`src/rtl/ofs_fim_mmio_cpl_gen_pkg.sv`:
```
// PCIe TLP header layouts and completion helpers shared by the MMIO responder.
// Header structs are 128-bit, DW0 in the most significant bits.
package ofs_fim_mmio_cpl_gen_pkg;

    localparam logic [7:0] PCIE_FMTTYPE_MRD32 = 8'h00;
    localparam logic [7:0] PCIE_FMTTYPE_MRD64 = 8'h20;
    localparam logic [7:0] PCIE_FMTTYPE_MWR32 = 8'h40;
    localparam logic [7:0] PCIE_FMTTYPE_MWR64 = 8'h60;
    localparam logic [7:0] PCIE_FMTTYPE_CPL   = 8'h0A;
    localparam logic [7:0] PCIE_FMTTYPE_CPLD  = 8'h4A;

    localparam logic [2:0] PCIE_CPL_STATUS_SC = 3'b000;
    localparam logic [2:0] PCIE_CPL_STATUS_UR = 3'b001;
    localparam logic [2:0] PCIE_CPL_STATUS_CA = 3'b100;

    typedef struct packed {
        logic [7:0] fmttype;
        logic       rsvd0;
        logic [2:0] tc;
        logic       rsvd1;
        logic       attr2;
        logic       rsvd2;
        logic       th;
        logic       td;
        logic       ep;
        logic [1:0] attr;
        logic [1:0] at;
        logic [9:0] length;
    } t_tlp_hdr_dw0;

    typedef struct packed {
        t_tlp_hdr_dw0 dw0;
        logic [15:0]  requester_id;
        logic [7:0]   tag;
        logic [3:0]   last_be;
        logic [3:0]   first_be;
        logic [31:0]  addr;
        logic [31:0]  lsb_addr;
    } t_tlp_mem_req_hdr;

    typedef struct packed {
        t_tlp_hdr_dw0 dw0;
        logic [15:0]  completer_id;
        logic [2:0]   status;
        logic         bcm;
        logic [11:0]  byte_count;
        logic [15:0]  requester_id;
        logic [7:0]   tag;
        logic         rsvd0;
        logic [6:0]   lower_addr;
        logic [31:0]  rsvd1;
    } t_tlp_cpl_hdr;

    typedef enum logic [1:0] {
        ST_IDLE,
        ST_RD_REQ,
        ST_RD_WAIT,
        ST_CPL_SEND
    } t_cpl_gen_state;

    function automatic logic [1:0] func_be_lowest(input logic [3:0] be);
        if (be[0])      return 2'd0;
        else if (be[1]) return 2'd1;
        else if (be[2]) return 2'd2;
        else if (be[3]) return 2'd3;
        else            return 2'd0;
    endfunction

    function automatic logic [1:0] func_be_highest(input logic [3:0] be);
        if (be[3])      return 2'd3;
        else if (be[2]) return 2'd2;
        else if (be[1]) return 2'd1;
        else            return 2'd0;
    endfunction

    // Only lengths 1 and 2 reach a successful completion, so no other case is handled.
    function automatic logic [11:0] func_cpl_byte_count(
        input logic [9:0] length,
        input logic [3:0] first_be,
        input logic [3:0] last_be
    );
        logic [11:0] fo;
        logic [11:0] fhi;
        logic [11:0] lhi;
        fo  = {10'd0, func_be_lowest(first_be)};
        fhi = {10'd0, func_be_highest(first_be)};
        lhi = {10'd0, func_be_highest(last_be)};
        if (length == 10'd1) begin
            if (first_be == 4'h0) return 12'd1;
            return fhi - fo + 12'd1;
        end
        return 12'd8 - fo - (12'd3 - lhi);
    endfunction

    function automatic logic [6:0] func_cpl_lower_addr(
        input logic [6:0] addr,
        input logic [3:0] first_be
    );
        return {addr[6:2], func_be_lowest(first_be)};
    endfunction

    function automatic logic func_is_posted(input logic [7:0] fmttype);
        return (fmttype == PCIE_FMTTYPE_MWR32) ||
               (fmttype == PCIE_FMTTYPE_MWR64) ||
               (fmttype[7:3] == 5'b00110) ||
               (fmttype[7:3] == 5'b01110);
    endfunction

endpackage

```
`src/rtl/ofs_fim_mmio_cpl_gen.sv`:
```
// MMIO read responder: accepts one request header at a time, reads the CSR space
// and returns a single-beat CplD, or a Cpl with UR/CA status.
module ofs_fim_mmio_cpl_gen
    import ofs_fim_mmio_cpl_gen_pkg::*;
#(
    parameter int CSR_ADDR_W     = 20,
    parameter int TIMEOUT_CYCLES = 512,
    parameter int CNT_W          = 16
) (
    input  logic                  clk,
    input  logic                  rst,
    input  logic                  rx_valid,
    output logic                  rx_ready,
    input  logic [127:0]          rx_hdr,
    input  logic [15:0]           completer_id,
    output logic                  csr_rd,
    output logic [CSR_ADDR_W-1:0] csr_addr,
    input  logic [63:0]           csr_rd_data,
    input  logic                  csr_rd_valid,
    output logic                  tx_valid,
    input  logic                  tx_ready,
    output logic [127:0]          tx_hdr,
    output logic [63:0]           tx_data,
    output logic [CNT_W-1:0]      stat_ur_cnt,
    output logic [CNT_W-1:0]      stat_ca_cnt,
    output logic [CNT_W-1:0]      stat_drop_cnt,
    output logic                  busy
);

    localparam int TMO_W = $clog2(TIMEOUT_CYCLES);

    t_cpl_gen_state   state_q, state_d;
    t_tlp_mem_req_hdr req_q, req_d;
    logic [31:0]      addr_q, addr_d;
    logic [TMO_W-1:0] tmo_q, tmo_d;
    t_tlp_cpl_hdr     tx_hdr_q, tx_hdr_d;
    logic [63:0]      tx_data_q, tx_data_d;
    logic [CNT_W-1:0] ur_cnt_q, ur_cnt_d;
    logic [CNT_W-1:0] ca_cnt_q, ca_cnt_d;
    logic [CNT_W-1:0] drop_cnt_q, drop_cnt_d;

    t_tlp_mem_req_hdr rx_req;
    logic [31:0]      rx_addr;
    logic             rx_is_mrd;
    logic             rx_supported;
    logic [63:0]      rd_data_sel;

    function automatic logic [CNT_W-1:0] sat_inc(input logic [CNT_W-1:0] v);
        return (v == {CNT_W{1'b1}}) ? v : v + CNT_W'(1);
    endfunction

    function automatic t_tlp_cpl_hdr build_cpl_hdr(
        input t_tlp_mem_req_hdr req,
        input logic [15:0]      cid,
        input logic [2:0]       status,
        input logic [31:0]      addr
    );
        t_tlp_cpl_hdr h;
        h                = '0;
        h.dw0.tc         = req.dw0.tc;
        h.dw0.attr       = req.dw0.attr;
        h.dw0.attr2      = req.dw0.attr2;
        h.completer_id   = cid;
        h.status         = status;
        h.requester_id   = req.requester_id;
        h.tag            = req.tag;
        if (status == PCIE_CPL_STATUS_SC) begin
            h.dw0.fmttype = PCIE_FMTTYPE_CPLD;
            h.dw0.length  = req.dw0.length;
            h.byte_count  = func_cpl_byte_count(req.dw0.length, req.first_be, req.last_be);
            h.lower_addr  = func_cpl_lower_addr(addr[6:0], req.first_be);
        end else begin
            h.dw0.fmttype = PCIE_FMTTYPE_CPL;
            h.dw0.length  = 10'd0;
            h.byte_count  = 12'd4;
            h.lower_addr  = 7'd0;
        end
        return h;
    endfunction

    // 64-bit requests carry the low address dword in lsb_addr; only 32 bits matter here.
    assign rx_req       = t_tlp_mem_req_hdr'(rx_hdr);
    assign rx_addr      = rx_req.dw0.fmttype[5] ? rx_req.lsb_addr : rx_req.addr;
    assign rx_is_mrd    = (rx_req.dw0.fmttype == PCIE_FMTTYPE_MRD32) ||
                          (rx_req.dw0.fmttype == PCIE_FMTTYPE_MRD64);
    assign rx_supported = rx_is_mrd &&
                          ((rx_req.dw0.length == 10'd1) ||
                           ((rx_req.dw0.length == 10'd2) && !rx_addr[2]));

    assign rd_data_sel = (req_q.dw0.length == 10'd2) ? csr_rd_data :
                         {32'h0, addr_q[2] ? csr_rd_data[63:32] : csr_rd_data[31:0]};

    always_comb begin
        state_d    = state_q;
        req_d      = req_q;
        addr_d     = addr_q;
        tmo_d      = tmo_q;
        tx_hdr_d   = tx_hdr_q;
        tx_data_d  = tx_data_q;
        ur_cnt_d   = ur_cnt_q;
        ca_cnt_d   = ca_cnt_q;
        drop_cnt_d = drop_cnt_q;
        case (state_q)
            ST_IDLE: begin
                if (rx_valid) begin
                    req_d  = rx_req;
                    addr_d = rx_addr;
                    if (func_is_posted(rx_req.dw0.fmttype)) begin
                        drop_cnt_d = sat_inc(drop_cnt_q);
                    end else if (rx_supported) begin
                        state_d = ST_RD_REQ;
                    end else begin
                        tx_hdr_d  = build_cpl_hdr(rx_req, completer_id, PCIE_CPL_STATUS_UR, rx_addr);
                        tx_data_d = 64'h0;
                        state_d   = ST_CPL_SEND;
                    end
                end
            end
            ST_RD_REQ: begin
                tmo_d   = '0;
                state_d = ST_RD_WAIT;
            end
            ST_RD_WAIT: begin
                // Data arriving on the expiry cycle still produces a normal completion.
                if (csr_rd_valid) begin
                    tx_hdr_d  = build_cpl_hdr(req_q, completer_id, PCIE_CPL_STATUS_SC, addr_q);
                    tx_data_d = rd_data_sel;
                    state_d   = ST_CPL_SEND;
                end else if (tmo_q == TMO_W'(TIMEOUT_CYCLES - 1)) begin
                    tx_hdr_d  = build_cpl_hdr(req_q, completer_id, PCIE_CPL_STATUS_CA, addr_q);
                    tx_data_d = 64'h0;
                    ca_cnt_d  = sat_inc(ca_cnt_q);
                    state_d   = ST_CPL_SEND;
                end else begin
                    tmo_d = tmo_q + TMO_W'(1);
                end
            end
            ST_CPL_SEND: begin
                if (tx_ready) begin
                    if (tx_hdr_q.status == PCIE_CPL_STATUS_UR) ur_cnt_d = sat_inc(ur_cnt_q);
                    state_d = ST_IDLE;
                end
            end
            default: state_d = ST_IDLE;
        endcase
    end

    always_ff @(posedge clk) begin
        if (rst) begin
            state_q    <= ST_IDLE;
            req_q      <= '0;
            addr_q     <= '0;
            tmo_q      <= '0;
            tx_hdr_q   <= '0;
            tx_data_q  <= '0;
            ur_cnt_q   <= '0;
            ca_cnt_q   <= '0;
            drop_cnt_q <= '0;
        end else begin
            state_q    <= state_d;
            req_q      <= req_d;
            addr_q     <= addr_d;
            tmo_q      <= tmo_d;
            tx_hdr_q   <= tx_hdr_d;
            tx_data_q  <= tx_data_d;
            ur_cnt_q   <= ur_cnt_d;
            ca_cnt_q   <= ca_cnt_d;
            drop_cnt_q <= drop_cnt_d;
        end
    end

    assign rx_ready      = (state_q == ST_IDLE);
    assign csr_rd        = (state_q == ST_RD_REQ);
    assign csr_addr      = {addr_q[CSR_ADDR_W-1:3], 3'b000};
    assign tx_valid      = (state_q == ST_CPL_SEND);
    assign tx_hdr        = tx_hdr_q;
    assign tx_data       = tx_data_q;
    assign stat_ur_cnt   = ur_cnt_q;
    assign stat_ca_cnt   = ca_cnt_q;
    assign stat_drop_cnt = drop_cnt_q;
    assign busy          = (state_q != ST_IDLE);

    logic unused_sink;
    assign unused_sink = ^{req_q, addr_q, rx_req};

endmodule

```
`config.mk`:
```
export PLATFORM = sky130hd
export DESIGN_NAME = ofs_fim_mmio_cpl_gen
export DESIGN_NICKNAME = d
export VERILOG_FILES = /design/src/rtl/ofs_fim_mmio_cpl_gen_pkg.sv /design/src/rtl/ofs_fim_mmio_cpl_gen.sv
export SDC_FILE = /design/constraint.sdc
export NUM_CORES = 1
export LEC_CHECK = 0
export BUFFER_PORTS_ARGS = -buffer_cell sky130_fd_sc_hd__buf_4
export CORE_AREA = 5 5 183 185
export DETAILED_ROUTE_END_ITERATION = 8
export DIE_AREA = 0 0 188 190
export SLEW_MARGIN = 40
export SYNTH_ARGS = -nofsm -noshare
export SYNTH_HDL_FRONTEND = slang
export SYNTH_SLANG_ARGS = --single-unit
```
`constraint.sdc`:
```
create_clock -name clk -period 2.9 [get_ports clk]
set_input_delay 0.29 -clock clk [delete_from_list [all_inputs] [get_ports clk]]
set_output_delay 0.29 -clock clk [all_outputs]
set_load 0.05 [all_outputs]
```
Word level (Yosys, flattened, before mapping)
Cells that the tools add are included.
{"block": "totals", "register_bits": 319, "inputBits": 213}
{"block": "classes", "addsub": 9, "n_eq_ne": 24, "mux": 52, "n_bitwise": 4, "reduce_logical": 21}
{"cell": "128-bit 2-to-1 mux", "count": 5}
{"cell": "64-bit 2-to-1 mux", "count": 6}
{"cell": "128-bit case mux with 2 select lines", "count": 1}
{"cell": "64-bit case mux with 2 select lines", "count": 1}
{"cell": "16-bit by 1-bit adder with 16-bit output (second input constant)", "count": 3}
{"cell": "16-bit equality test (second input constant)", "count": 3}
{"cell": "12-bit 2-to-1 mux", "count": 4}
{"cell": "2-bit 2-to-1 mux", "count": 20}
{"cell": "32-bit 2-to-1 mux", "count": 1}
{"cell": "10-bit by 1-bit equality test with 1-bit output (second input constant)", "count": 2}
{"cell": "10-bit by 2-bit equality test with 1-bit output (second input constant)", "count": 2}
{"cell": "20-bit 2-to-1 mux", "count": 1}
{"cell": "9-bit 2-to-1 mux", "count": 2}
{"cell": "9-bit case mux with 2 select lines", "count": 1}
{"cell": "8-bit by 7-bit equality test with 1-bit output (second input constant)", "count": 2}
{"cell": "4-bit AND reduction", "count": 4}
{"cell": "2-bit != test (second input constant)", "count": 5}
{"cell": "9-bit by 1-bit adder with 9-bit output (second input constant)", "count": 1}
{"cell": "9-bit equality test (second input constant)", "count": 1}
{"cell": "1-bit 2-to-1 mux", "count": 9}
{"cell": "8-bit by 6-bit equality test with 1-bit output (second input constant)", "count": 1}
{"cell": "8-bit logical NOT", "count": 1}
{"cell": "2-bit case mux with 4 select lines", "count": 1}
{"cell": "2-bit nonzero test", "count": 3}
{"cell": "21 further kinds", "count": 30}

Longest topological paths before layout
Gate-level depths: netlist of the first run.
{"block": "logic_depth", "word_depth": 13, "mapped_depth": 11, "ltp_nobuf": 11}

Worst setup path after synthesis of the first run
No wires, ideal clock.
{"block": "synth_timing", "path_type": "flip-flop to flip-flop", "startpoint": "register state_q[0]", "endpoint": "register tx_hdr_q, in the netlist tx_hdr[34]", "arrival_ps": 2449, "required_time_ps": 2772, "slack_ps": 323, "stages_incl_launch_ff": 10, "path_cell_list": "dfxtp_1 > inv_1 > ha_1 > inv_1 > a21oi_2 > or4_1 > buf_2 > buf_2 > a22oi_1 > nor2_1"}
{"block": "synth_via", "elab_chain_cells": 3, "elab_cells_between_ends": 9}
{"element": "from (decl)", "line": "ofs_fim_mmio_cpl_gen.sv:32", "rtl": "t_cpl_gen_state state_q, state_d;"}
{"element": "from (signal assigned)", "line": "ofs_fim_mmio_cpl_gen.sv:160", "rtl": "state_q <= state_d;"}
{"element": "2-bit logical NOT *"}
{"element": "net rx_ready", "line": "ofs_fim_mmio_cpl_gen.sv:13", "rtl": "output logic rx_ready,"}
{"element": "2-bit != test (no source line) or 2-bit nonzero test (tied branches)"}
{"element": "5-bit AND reduction (no source line)"}
{"element": "to (signal assigned)", "line": "ofs_fim_mmio_cpl_gen.sv:164", "rtl": "tx_hdr_q <= tx_hdr_d;"}
{"element": "to (decl)", "line": "ofs_fim_mmio_cpl_gen.sv:36", "rtl": "t_tlp_cpl_hdr tx_hdr_q, tx_hdr_d;"}
Mark *: on every way through the listed nets, which the timed path passes. The rest lies on a longest branch.
A chain may end at the register's enable or synchronous reset.

Worst setup path in the final report of the first run
{"block": "layout_timing", "startpoint": "register state_q[0]", "endpoint": "register tx_data_q[31], in the netlist tx_data[31]"}
{"block": "layout_via", "elab_chain_cells": 3, "elab_cells_between_ends": 9}
{"element": "2-bit equality test or 2-bit logical NOT (tied branches)", "line": "ofs_fim_mmio_cpl_gen.sv:103", "rtl": "case (state_q)"}
{"element": "3-bit != test (no source line) (tied with other cells)"}
{"element": "5-bit AND reduction (no source line)"}
{"element": "to (signal assigned)", "line": "ofs_fim_mmio_cpl_gen.sv:165", "rtl": "tx_data_q <= tx_data_d;"}
{"element": "to (decl)", "line": "ofs_fim_mmio_cpl_gen.sv:37", "rtl": "logic [63:0] tx_data_q, tx_data_d;"}
Several ways; a longest one is shown, not always the timed one.

==> out/metrics.json, run 1 <==
{
  "yosys": {
    "syn_avg_cell_area_um2": 9.01,
    "synth_warnings": 0,
    "seq_area_frac_synth_pct": 46.7,
    "yosys_reg_bits": 261,
    "synth-async-reset-ratio_pct": 0,
    "post_synth_instance_area_mm2": 0.0112,
    "synthFlopType": "sky130_fd_sc_hd__dfxtp_1",
    "synth_enable_flop_cells": 0,
    "syn-instance-count": 1242,
    "yosysUniqueCellTypes": 55
  },
  "place": {
    "dpl.hpwl_mm": 25.1,
    "place.gp.congestion": 0.807,
    "buffer_ports.inserted": 388,
    "placedCellCount": 1955
  },
  "timing": {
    "setup_repair_after_global_routing_missed_its_margin": "false",
    "report.final.hold_viol_count": 0,
    "slew_headroom_pct": 51.4,
    "final-setup-viol-count": 0,
    "worst-slew-pin-transition_ps": 710,
    "final.setup.tns_ps": 0,
    "drv_slew": 0,
    "final_worst_clock_skew_ps": 23.5,
    "max_clock_freq_ghz": 0.387,
    "post-route-period-util_pct": 89.1,
    "min_period_ps": 2580
  },
  "critical_path": {
    "r2r_end": "tx_data[31]",
    "data_required_time_at_the_worst_endpoint_ps": 3320,
    "worstReg2RegStart": "state_q[0]",
    "worst_setup_path_end_kind": "flip-flop",
    "timing_worst_setup_path_type": "reg -> reg",
    "worst_setup_path_start_kind": "flip-flop",
    "cp.arrival_ps": 3010,
    "worst-r2r-setup-slack_ps": 320,
    "worstRegToRegCells": 9,
    "cp_max_fo": 56
  },
  "final_layout": {
    "leading_cell_type_in_the_layout_fill_and_taps_excluded": "sky130_fd_sc_hd__buf_4",
    "highest_count_cells_in_the_layout_ignoring_fill_and_taps": "402 x sky130_fd_sc_hd__buf_4, 261 x sky130_fd_sc_hd__dfxtp_1, 179 x sky130_fd_sc_hd__nor2_1, 163 x sky130_fd_sc_hd__nand2_1, 91 x sky130_fd_sc_hd__dlygate4sd3_1",
    "number_of_standard_cells_in_the_final_layout_excluding_fillers": 2099,
    "area_growth_pct": 42.7,
    "finish.net_count": 1898,
    "drive_gt1_share_pct": 29.5,
    "layout.core_utilization_pct": 50.1
  },
  "floorplanning": {
    "die_boundary_width_um": 188,
    "effective_utilization_at_floorplan_pct": 35.1,
    "top_level_ports": 477,
    "floorplan.core_area_mm2": 0.0319,
    "rows": 66,
    "floorplan.die_area_mm2": 0.0357,
    "dieHeight_um": 190
  },
  "grt": {
    "grt_antenna_before_repair": 2,
    "grt_start_max_net_pins": 105,
    "grtUsageTotal_pct": 18.6,
    "global_route_wire_length_before_repair_mm": 54.7,
    "globalRouteOverflowTotal": 0,
    "via_count_of_the_first_global_routing_pass": 9886
  },
  "clocking": {
    "h-tree-depth": 1,
    "cts_resized": 0,
    "post-cts-setup-buffer-count": 0,
    "clk_root_buffer_cell": "sky130_fd_sc_hd__clkbuf_16",
    "ctsLongestPathBuffers": 3,
    "clk_pin_slew_worst_paths_ps": 60,
    "cts-buffers-inserted": 30,
    "tritoncts": "built",
    "insertion_delay_ps": 570,
    "cts.sinks": 261
  },
  "route": {
    "routed_wl_mm": 35.3,
    "post-route-drc-count": 0,
    "initialDrtViolationCount": 371,
    "detailroute.via_count": 10100,
    "post_drt_via_cell_ratio": 4.83,
    "avgRoutedWirePerCell_um": 16.8,
    "dr.pass1.iters": 5,
    "ant_nets": 0
  },
  "pwr": {
    "irDropWorstVdd_uv": 752,
    "power.density_cell_area_mw_per_mm2": 842,
    "fin_total_pwr_w": 0.0134,
    "total_leakage_power_nw": 6.87
  },
  "hold_path": {
    "start_point_of_the_worst_hold_path": "csr_rd_data[55]",
    "hold-path-endpoint": "tx_data[55]",
    "worstHoldPathType": "in -> reg",
    "hold_path_depth": 2
  },
  "status": {
    "outcome": "finished, final reports clean"
  },
  "flow_run": {
    "cap_violations": 0
  }
}
[sequential cells by signal, summed over array words and instances (netlist names)]
signal	count
state_q	2
stat_ca_cnt	16
tx_data	64
stat_ur_cnt	16
addr_q	18
tmo_q	9
stat_drop_cnt	16
req_q	47
tx_hdr	73
[per-layer routing]
layer | track usage, % | up-vias | share of wire, %
li1 | - | 5021 | -
met1 | 22.5 | 4724 | 41
met2 | 32.4 | 342 | 49
met3 | 5.61 | 48 | 8.2
met4 | 4.71 | 2 | 2.0
met5 | 0 | - | 0.020
[synth_stat cells (2+ instances only)]
cell / n / area share, %
sky130_fd_sc_hd__xor2_1: 35 / 2.7
sky130_fd_sc_hd__a22o_1: 32 / 2.5
sky130_fd_sc_hd__inv_1: 15 / 0.50
sky130_fd_sc_hd__nand4_1: 23 / 1.3
sky130_fd_sc_hd__nor2_1: 180 / 6.0
sky130_fd_sc_hd__a32oi_1: 3 / 0.23
sky130_fd_sc_hd__nand2b_1: 2 / 0.11
sky130_fd_sc_hd__nand3_1: 8 / 0.36
sky130_fd_sc_hd__a22oi_1: 50 / 3.4
sky130_fd_sc_hd__a21oi_1: 75 / 3.4
sky130_fd_sc_hd__o21ai_0: 5 / 0.22
sky130_fd_sc_hd__a211oi_1: 52 / 3.5
sky130_fd_sc_hd__dfxtp_1: 261 / 47
sky130_fd_sc_hd__and2_1: 5 / 0.28
sky130_fd_sc_hd__or2_2: 2 / 0.11
sky130_fd_sc_hd__clkbuf_1: 50 / 1.7
sky130_fd_sc_hd__or4_1: 2 / 0.13
sky130_fd_sc_hd__nor4_1: 2 / 0.11
sky130_fd_sc_hd__and4_1: 4 / 0.31
sky130_fd_sc_hd__nand4b_1: 4 / 0.31
sky130_fd_sc_hd__nand2_1: 164 / 5.5
sky130_fd_sc_hd__mux2_2: 32 / 3.2
sky130_fd_sc_hd__ha_1: 13 / 1.5
sky130_fd_sc_hd__nor3_1: 11 / 0.49
sky130_fd_sc_hd__or3_1: 6 / 0.34
sky130_fd_sc_hd__and3_1: 10 / 0.56
sky130_fd_sc_hd__buf_2: 24 / 1.1
sky130_fd_sc_hd__xnor2_1: 15 / 1.2
sky130_fd_sc_hd__nor2b_1: 3 / 0.17
sky130_fd_sc_hd__fa_1: 2 / 0.36
sky130_fd_sc_hd__buf_1: 3 / 0.10
sky130_fd_sc_hd__buf_4: 75 / 5.0
sky130_fd_sc_hd__mux2i_1: 52 / 4.7
[report_power, final]
group          leakage (nW)  total [W]  switching (W)  internal (W)
sequential             2.12    0.00442       0.000314       0.00410
clock                 0.445    0.00353        0.00150       0.00203
combinational          4.30    0.00548        0.00373       0.00176
[worst max-delay path by stage]
stage / cells after the start / start / end / slack [ps]
finish: 9 / state_q[0] / tx_data[31] / 320
global route: 10 / req_q[67] / tx_hdr[67] / 40
CTS: 9 / state_q[0] / tx_data[24] / 300
detailed placement: 9 / state_q[0] / tx_data[31] / 310
global placement: 9 / state_q[0] / tx_data[29] / 350
floorplan: 9 / state_q[0] / tx_hdr[34] / 320
[through the flow]
stage	setup slack [ps]	area, um2	hold WS, ps
after CTS	297	16000	1.46
after global placement	352	14100	441
after global routing	35.6	16000	1.39
after floorplan	323	11400	416
after detailed placement	312	14100	446
final	316	16000	22.6
[area by class of cell]
cell class,count,area (um2)
fillers,2972,15900
flip-flops and latches,261,5230
multi-input cells,863,5220
repair buffers,499,4040
clock buffers,44,853
well taps,408,510
clock inverters,8,62.6
inverters,15,56.3
diodes,1,2.50
[cell families after synthesis]
family | after synthesis | synth area share, %
AOI/OAI and AO/OA | 229 | 14.2
adders and majority gates | 15 | 1.81
and+or+nand+nor | 434 | 16.9
xor gates and xnor gates | 50 | 3.91
DFF | 261 | 46.7
buffers and inverters | 168 | 8.49
muxes | 84 | 7.87
other | 1 | 0.0335
[worst max-delay path, stage by stage, from the launching register on]
cell                      delay [ps]
sky130_fd_sc_hd__dfxtp_1         390
sky130_fd_sc_hd__inv_1            80
sky130_fd_sc_hd__ha_1            310
sky130_fd_sc_hd__nor4b_1         190
sky130_fd_sc_hd__nand4_1         130
sky130_fd_sc_hd__nor3_2           60
sky130_fd_sc_hd__or4_2           730
sky130_fd_sc_hd__buf_12          220
sky130_fd_sc_hd__a22oi_1         230
sky130_fd_sc_hd__nor2_1           60
[timing repair]
| item | in CTS | in global routing |
|---|---|---|
| hold buffers | 91 | 0 |
| hold endpoints to repair | 91 | 0 |
| setup endpoints to repair | 0 | 0 |
No activity file was read; power rests on OpenSTA's default activity.
==> inputs of run 2 (changes only) <==
- RECOVER_POWER: not set -> 100
==> out/metrics.json, run 2 (synthesized netlist as in run 1, its figures left out) <==
{
  "hold_path": {
    "start_point_of_the_worst_hold_path": "csr_rd_data[55]",
    "worstHoldPathType": "in -> reg"
  },
  "pwr": {
    "irDropWorstVdd_uv": 692,
    "fin_total_pwr_w": 0.0130,
    "total_leakage_power_nw": 5.95,
    "power.density_cell_area_mw_per_mm2": 861
  },
  "clocking": {
    "cts-buffers-inserted": 30,
    "insertion_delay_ps": 570,
    "cts_resized": 0,
    "clk_pin_slew_worst_paths_ps": 60,
    "post-cts-setup-buffer-count": 0,
    "ctsHoldBuffers": 91,
    "h-tree-depth": 1,
    "cts.sinks": 261,
    "ctsLongestPathBuffers": 3,
    "tritoncts": "built",
    "clk_root_buffer_cell": "sky130_fd_sc_hd__clkbuf_16"
  },
  "critical_path": {
    "worst-r2r-setup-slack_ps": 300,
    "crit_chain": "inv_1 > ha_1 > nor4b_1 > nand4_1 > nor3_2 > or4_2 > buf_6 > a22oi_1 > nor2_1",
    "timing.critical_path.max_delay_family": "simple AND/OR/NAND/NOR gates",
    "cpMaxStageDelayCell": "sky130_fd_sc_hd__or4_2",
    "data_required_time_at_the_worst_endpoint_ps": 3320,
    "worst_setup_path_end_kind": "flip-flop",
    "timing_worst_setup_path_type": "reg -> reg",
    "critical_path.n_buffers_inverters": 2,
    "worstReg2RegStart": "state_q[0]",
    "crit_start": "state_q[0]",
    "cp.arrival_ps": 3020,
    "critical-path-max-stage-delay_ps": 700,
    "worst_setup_path_start_kind": "flip-flop",
    "cp_max_fo": 56
  },
  "floorplanning": {
    "die_boundary_width_um": 188,
    "top_level_ports": 477,
    "rows": 66,
    "dieHeight_um": 190,
    "floorplan.core_area_mm2": 0.0319,
    "floorplan.die_area_mm2": 0.0357,
    "effective_utilization_at_floorplan_pct": 35.1
  },
  "flow_run": {
    "cap_violations": 0
  },
  "timing": {
    "post-route-period-util_pct": 89.6,
    "worst-slew-pin-transition_ps": 1150,
    "max_clock_freq_ghz": 0.385,
    "slew_headroom_pct": 23.5,
    "drv_slew": 0,
    "setup_repair_after_global_routing_missed_its_margin": "false",
    "report.final.hold_viol_count": 0,
    "final-setup-viol-count": 0,
    "final_worst_clock_skew_ps": 23.0,
    "final.setup.tns_ps": 0,
    "min_period_ps": 2600
  },
  "final_layout": {
    "number_of_standard_cells_in_the_final_layout_excluding_fillers": 2100,
    "leading_cell_type_in_the_layout_fill_and_taps_excluded": "sky130_fd_sc_hd__dfxtp_1",
    "area_growth_pct": 35.2,
    "finish.net_count": 1898,
    "highest_count_cells_in_the_layout_ignoring_fill_and_taps": "261 x sky130_fd_sc_hd__dfxtp_1, 225 x sky130_fd_sc_hd__clkbuf_1, 183 x sky130_fd_sc_hd__buf_4, 179 x sky130_fd_sc_hd__nor2_1, 164 x sky130_fd_sc_hd__nand2_1",
    "drive_gt1_share_pct": 16.6,
    "final.fill_count": 3221,
    "layout.core_utilization_pct": 47.5,
    "largest_register_ffs": 73
  },
  "place": {
    "buffer_ports.inserted": 388,
    "place.gp.congestion": 0.807,
    "placedCellCount": 1955,
    "dpl.hpwl_mm": 25.1
  },
  "route": {
    "post_drt_via_cell_ratio": 4.82,
    "ant_nets": 0,
    "avgRoutedWirePerCell_um": 16.8,
    "routed_wl_mm": 35.3,
    "initialDrtViolationCount": 359,
    "detailroute.via_count": 10100,
    "post-route-drc-count": 0,
    "dr.pass1.iters": 5
  },
  "grt": {
    "grt_antenna_before_repair": 2,
    "globalRouteOverflowTotal": 0,
    "grtUsageTotal_pct": 18.6,
    "grt_start_max_net_pins": 105,
    "via_count_of_the_first_global_routing_pass": 9886,
    "global_route_wire_length_before_repair_mm": 54.7
  },
  "status": {
    "outcome": "finished, final reports clean"
  }
}
run 2: changes by cell type in the layout (fill, tap and decap cells not counted), sizes merged:
cell / change
diode: +1
buf: -220
clkbuf: +220
run 2: per-stage QoR:
step / setup slack [ps] / cell area [um2] / hold WS [ps]
floorplan: 323 / 11400 / 416
global placement: 352 / 14100 / 441
detailed placement: 312 / 14100 / 446
CTS: 297 / 16000 / 1.46
global route: 35.6 / 15100 / 1.39
finish: 302 / 15100 / 28.3
run 2: area by class of cell:
cell class | instances | area (um2) | share of cell area [%]
clock inverter | 8 | 62.6 | 0.414
tap | 408 | 510 | 3.37
timing repair buffer | 499 | 3200 | 21.2
antenna | 2 | 5.00 | 0.0331
inverter | 15 | 56.3 | 0.372
multi-input combinational | 863 | 5210 | 34.5
clock buffer | 44 | 853 | 5.64
sequential | 261 | 5230 | 34.5
run 2: report_power, final:
part	internal (W)	switching, W	leakage, nW
Sequential	0.00410	0.000301	2.12
Combinational	0.00137	0.00372	3.38
Clock	0.00203	0.00150	0.445
Total	0.00750	0.00552	5.95
run 2: worst register-to-register path: stages, from the launching register on:
cell	delay (ps)
sky130_fd_sc_hd__dfxtp_1	390
sky130_fd_sc_hd__inv_1	80
sky130_fd_sc_hd__ha_1	300
sky130_fd_sc_hd__nor4b_1	180
sky130_fd_sc_hd__nand4_1	130
sky130_fd_sc_hd__nor3_2	60
sky130_fd_sc_hd__or4_2	700
sky130_fd_sc_hd__buf_6	260
sky130_fd_sc_hd__a22oi_1	310
sky130_fd_sc_hd__nor2_1	60
run 2: final timing paths:
check	end	cells after the start
setup reg to reg	tx_data[31]	9
hold / removal	tx_data[55]	2
setup / recovery	tx_data[31]	9
hold reg to reg	req_q[72]	2
run 2: layer usage:
metal	global-route usage (%)	vias to the layer above	share of wire, %
met1	22.5	4713	42
met4	4.71	0	1.9
met2	32.4	340	48
met5	0	-	0
met3	5.61	46	8.0
li1	-	5023	-
==> inputs of run 3 (changes only) <==
- BUFFER_PORTS_ARGS: -buffer_cell sky130_fd_sc_hd__buf_4 -> not set
- CORE_AREA: 5 5 183 185 -> 5 5 180 182
- DIE_AREA: 0 0 188 190 -> 0 0 185 187
- DONT_BUFFER_PORTS: not set -> 1
==> out/metrics.json, run 3 (synthesized netlist as in run 1, its figures left out) <==
{
  "final_layout": {
    "final.fill_count": 2810,
    "layout.cell_area.non_filler_mm2": 0.0145,
    "number_of_standard_cells_in_the_final_layout_excluding_fillers": 1838,
    "largest_register_ffs": 73,
    "drive_gt1_share_pct": 10.1,
    "finish.net_count": 1650,
    "highest_count_cells_in_the_layout_ignoring_fill_and_taps": "260 x sky130_fd_sc_hd__dfxtp_1, 186 x sky130_fd_sc_hd__dlygate4sd3_1, 179 x sky130_fd_sc_hd__nor2_1, 163 x sky130_fd_sc_hd__nand2_1, 75 x sky130_fd_sc_hd__a21oi_1",
    "leading_cell_type_in_the_layout_fill_and_taps_excluded": "sky130_fd_sc_hd__dfxtp_1",
    "area_growth_pct": 29.6
  },
  "floorplanning": {
    "top_level_ports": 477,
    "die_boundary_width_um": 185,
    "effective_utilization_at_floorplan_pct": 36.8,
    "floorplan.die_area_mm2": 0.0346,
    "floorplan.core_area_mm2": 0.0304,
    "dieHeight_um": 187,
    "rows": 64
  },
  "timing": {
    "post-route-period-util_pct": 96.0,
    "final-setup-viol-count": 0,
    "slew_headroom_pct": 46.2,
    "drv_slew": 0,
    "max_clock_freq_ghz": 0.359,
    "min_period_ps": 2780,
    "worst-slew-pin-transition_ps": 806,
    "setup_repair_after_global_routing_missed_its_margin": "true",
    "report.final.hold_viol_count": 0,
    "final_worst_clock_skew_ps": 10.8,
    "final.setup.tns_ps": 0
  },
  "clocking": {
    "cts-buffers-inserted": 29,
    "cts.sinks": 261,
    "clk_pin_slew_worst_paths_ps": 60,
    "insertion_delay_ps": 540,
    "clk_root_buffer_cell": "sky130_fd_sc_hd__clkbuf_16",
    "tritoncts": "built",
    "ctsLongestPathBuffers": 3,
    "post-cts-setup-buffer-count": 0,
    "h-tree-depth": 1
  },
  "critical_path": {
    "critPathMostFrequentCell": "sky130_fd_sc_hd__and3_1",
    "critical_path.n_buffers_inverters": 3,
    "timing.critical_path.max_delay_family": "buffers and inverters",
    "r2r_end": "stat_drop_cnt[7]",
    "timing_worst_setup_path_type": "reg -> reg",
    "worst_setup_path_end_kind": "flip-flop",
    "cpMaxStageDelayCell": "sky130_fd_sc_hd__clkbuf_1",
    "critical-path-max-stage-delay_ps": 590,
    "crit_chain": "clkbuf_1 > and3_1 > and3_1 > a311oi_2 > buf_4 > nand4_1 > xor2_1 > nor2_1 > dlygate4sd3_1",
    "worst-r2r-setup-slack_ps": 120,
    "worstRegToRegCells": 9,
    "worst_setup_path_start_kind": "flip-flop",
    "cp.arrival_ps": 3200,
    "cp_max_fo": 16,
    "data_required_time_at_the_worst_endpoint_ps": 3320,
    "worstReg2RegStart": "stat_drop_cnt[10]"
  },
  "hold_path": {
    "hold-path-endpoint": "addr_q[8]",
    "worstHoldPathType": "in -> reg",
    "hold_path_depth": 2,
    "start_point_of_the_worst_hold_path": "rx_hdr[8]"
  },
  "route": {
    "routed_wl_mm": 34.5,
    "ant_nets": 0,
    "post_drt_via_cell_ratio": 5.13,
    "initialDrtViolationCount": 379,
    "detailroute.via_count": 9437,
    "dr.pass1.iters": 4,
    "post-route-drc-count": 0,
    "avgRoutedWirePerCell_um": 18.8
  },
  "grt": {
    "via_count_of_the_first_global_routing_pass": 9328,
    "grt_start_max_net_pins": 150,
    "grt_antenna_before_repair": 1,
    "global_route_wire_length_before_repair_mm": 52.0,
    "globalRouteOverflowTotal": 0,
    "grtUsageTotal_pct": 18.4
  },
  "pwr": {
    "comb_power_share_pct": 26.2,
    "switching_power_w": 0.00539,
    "power.share.sequential_pct": 43.0,
    "share_of_total_power_consumed_by_net_switching_pct": 40.1,
    "power_frac_clock_pct": 30.7,
    "total_leakage_power_nw": 5.74,
    "p_int_w": 0.00804,
    "fin_total_pwr_w": 0.0134,
    "irDropWorstVdd_uv": 712,
    "power.density_cell_area_mw_per_mm2": 926
  },
  "status": {
    "outcome": "finished, final reports clean"
  },
  "place": {
    "place.gp.congestion": 0.792,
    "buffer_ports.inserted": 0,
    "placedCellCount": 1600,
    "dpl.hpwl_mm": 22.5,
    "postPlaceCellArea_mm2": 0.0116
  },
  "flow_run": {
    "cap_violations": 0
  }
}
## run 3: routing by layer
| layer | part of all wire (%) | track usage [%] | up-vias |
|---|---|---|---|
| li1 | - | - | 4536 |
| met1 | 38 | 20.7 | 4472 |
| met2 | 50 | 33.5 | 366 |
| met3 | 8.5 | 4.49 | 63 |
| met4 | 3.7 | 6.18 | 0 |
| met5 | 0 | 0 | - |
## run 3: worst register-to-register path, stage by stage (launching register included)
cell and delay, ps:
sky130_fd_sc_hd__dfxtp_1 300, sky130_fd_sc_hd__clkbuf_1 590, sky130_fd_sc_hd__and3_1 320, sky130_fd_sc_hd__and3_1 220, sky130_fd_sc_hd__a311oi_2 110, sky130_fd_sc_hd__buf_4 230
sky130_fd_sc_hd__nand4_1 130, sky130_fd_sc_hd__xor2_1 160, sky130_fd_sc_hd__nor2_1 60, sky130_fd_sc_hd__dlygate4sd3_1 550
## run 3: worst max-delay path by stage
stage | start | end | slack [ps] | depth (start not counted)
floorplan | state_q[0] | tx_hdr[34] | 320 | 9
global placement | req_q[67] | tx_hdr[74] | 350 | 9
detailed placement | state_q[1] | tx_data[38] | 320 | 9
CTS | state_q[1] | tx_hdr[123] | 70 | 10
global route | state_q[0] | tx_hdr[123] | -30 | 10
finish | stat_drop_cnt[10] | stat_drop_cnt[7] | 120 | 9
## run 3: timing repair
action | CTS | global route
gates resized for setup | 0 | 5
hold buffers | 187 | 0
hold endpoints to repair | 255 | 0
setup endpoints to repair | 0 | 3
## run 3: layout make-up
class	count	area (um2)	area share [%]
clock inverter	12	269	1.86
clock buffer	37	806	5.56
tap	396	495	3.42
sequential	261	5230	36.0
inverter	15	56.3	0.388
multi-input combinational	863	5240	36.1
antenna	2	5.00	0.0345
timing repair buffer	252	2400	16.6
## run 3: power by group through the flow
stage	sequential [W]	clock, W	combinational (W)
global placement	0.00584	0	0.00316
finish	0.00578	0.00413	0.00352
global route	0.00583	0.00438	0.00388
CTS	0.00578	0.00423	0.00353
detailed placement	0.00585	0	0.00325
floorplan	0.00547	0	0.00290
## run 3: per-stage QoR
stage          setup WS [ps]  hold slack [ps]  util (%)
6_report                 117             14.6      47.6
5_1_grt                -29.1             1.74      47.6
4_1_cts                 68.3             3.14      47.8
3_5_place_dp             321              385      38.1
3_3_place_gp             351              381      38.0
2_1_floorplan            323              416         -
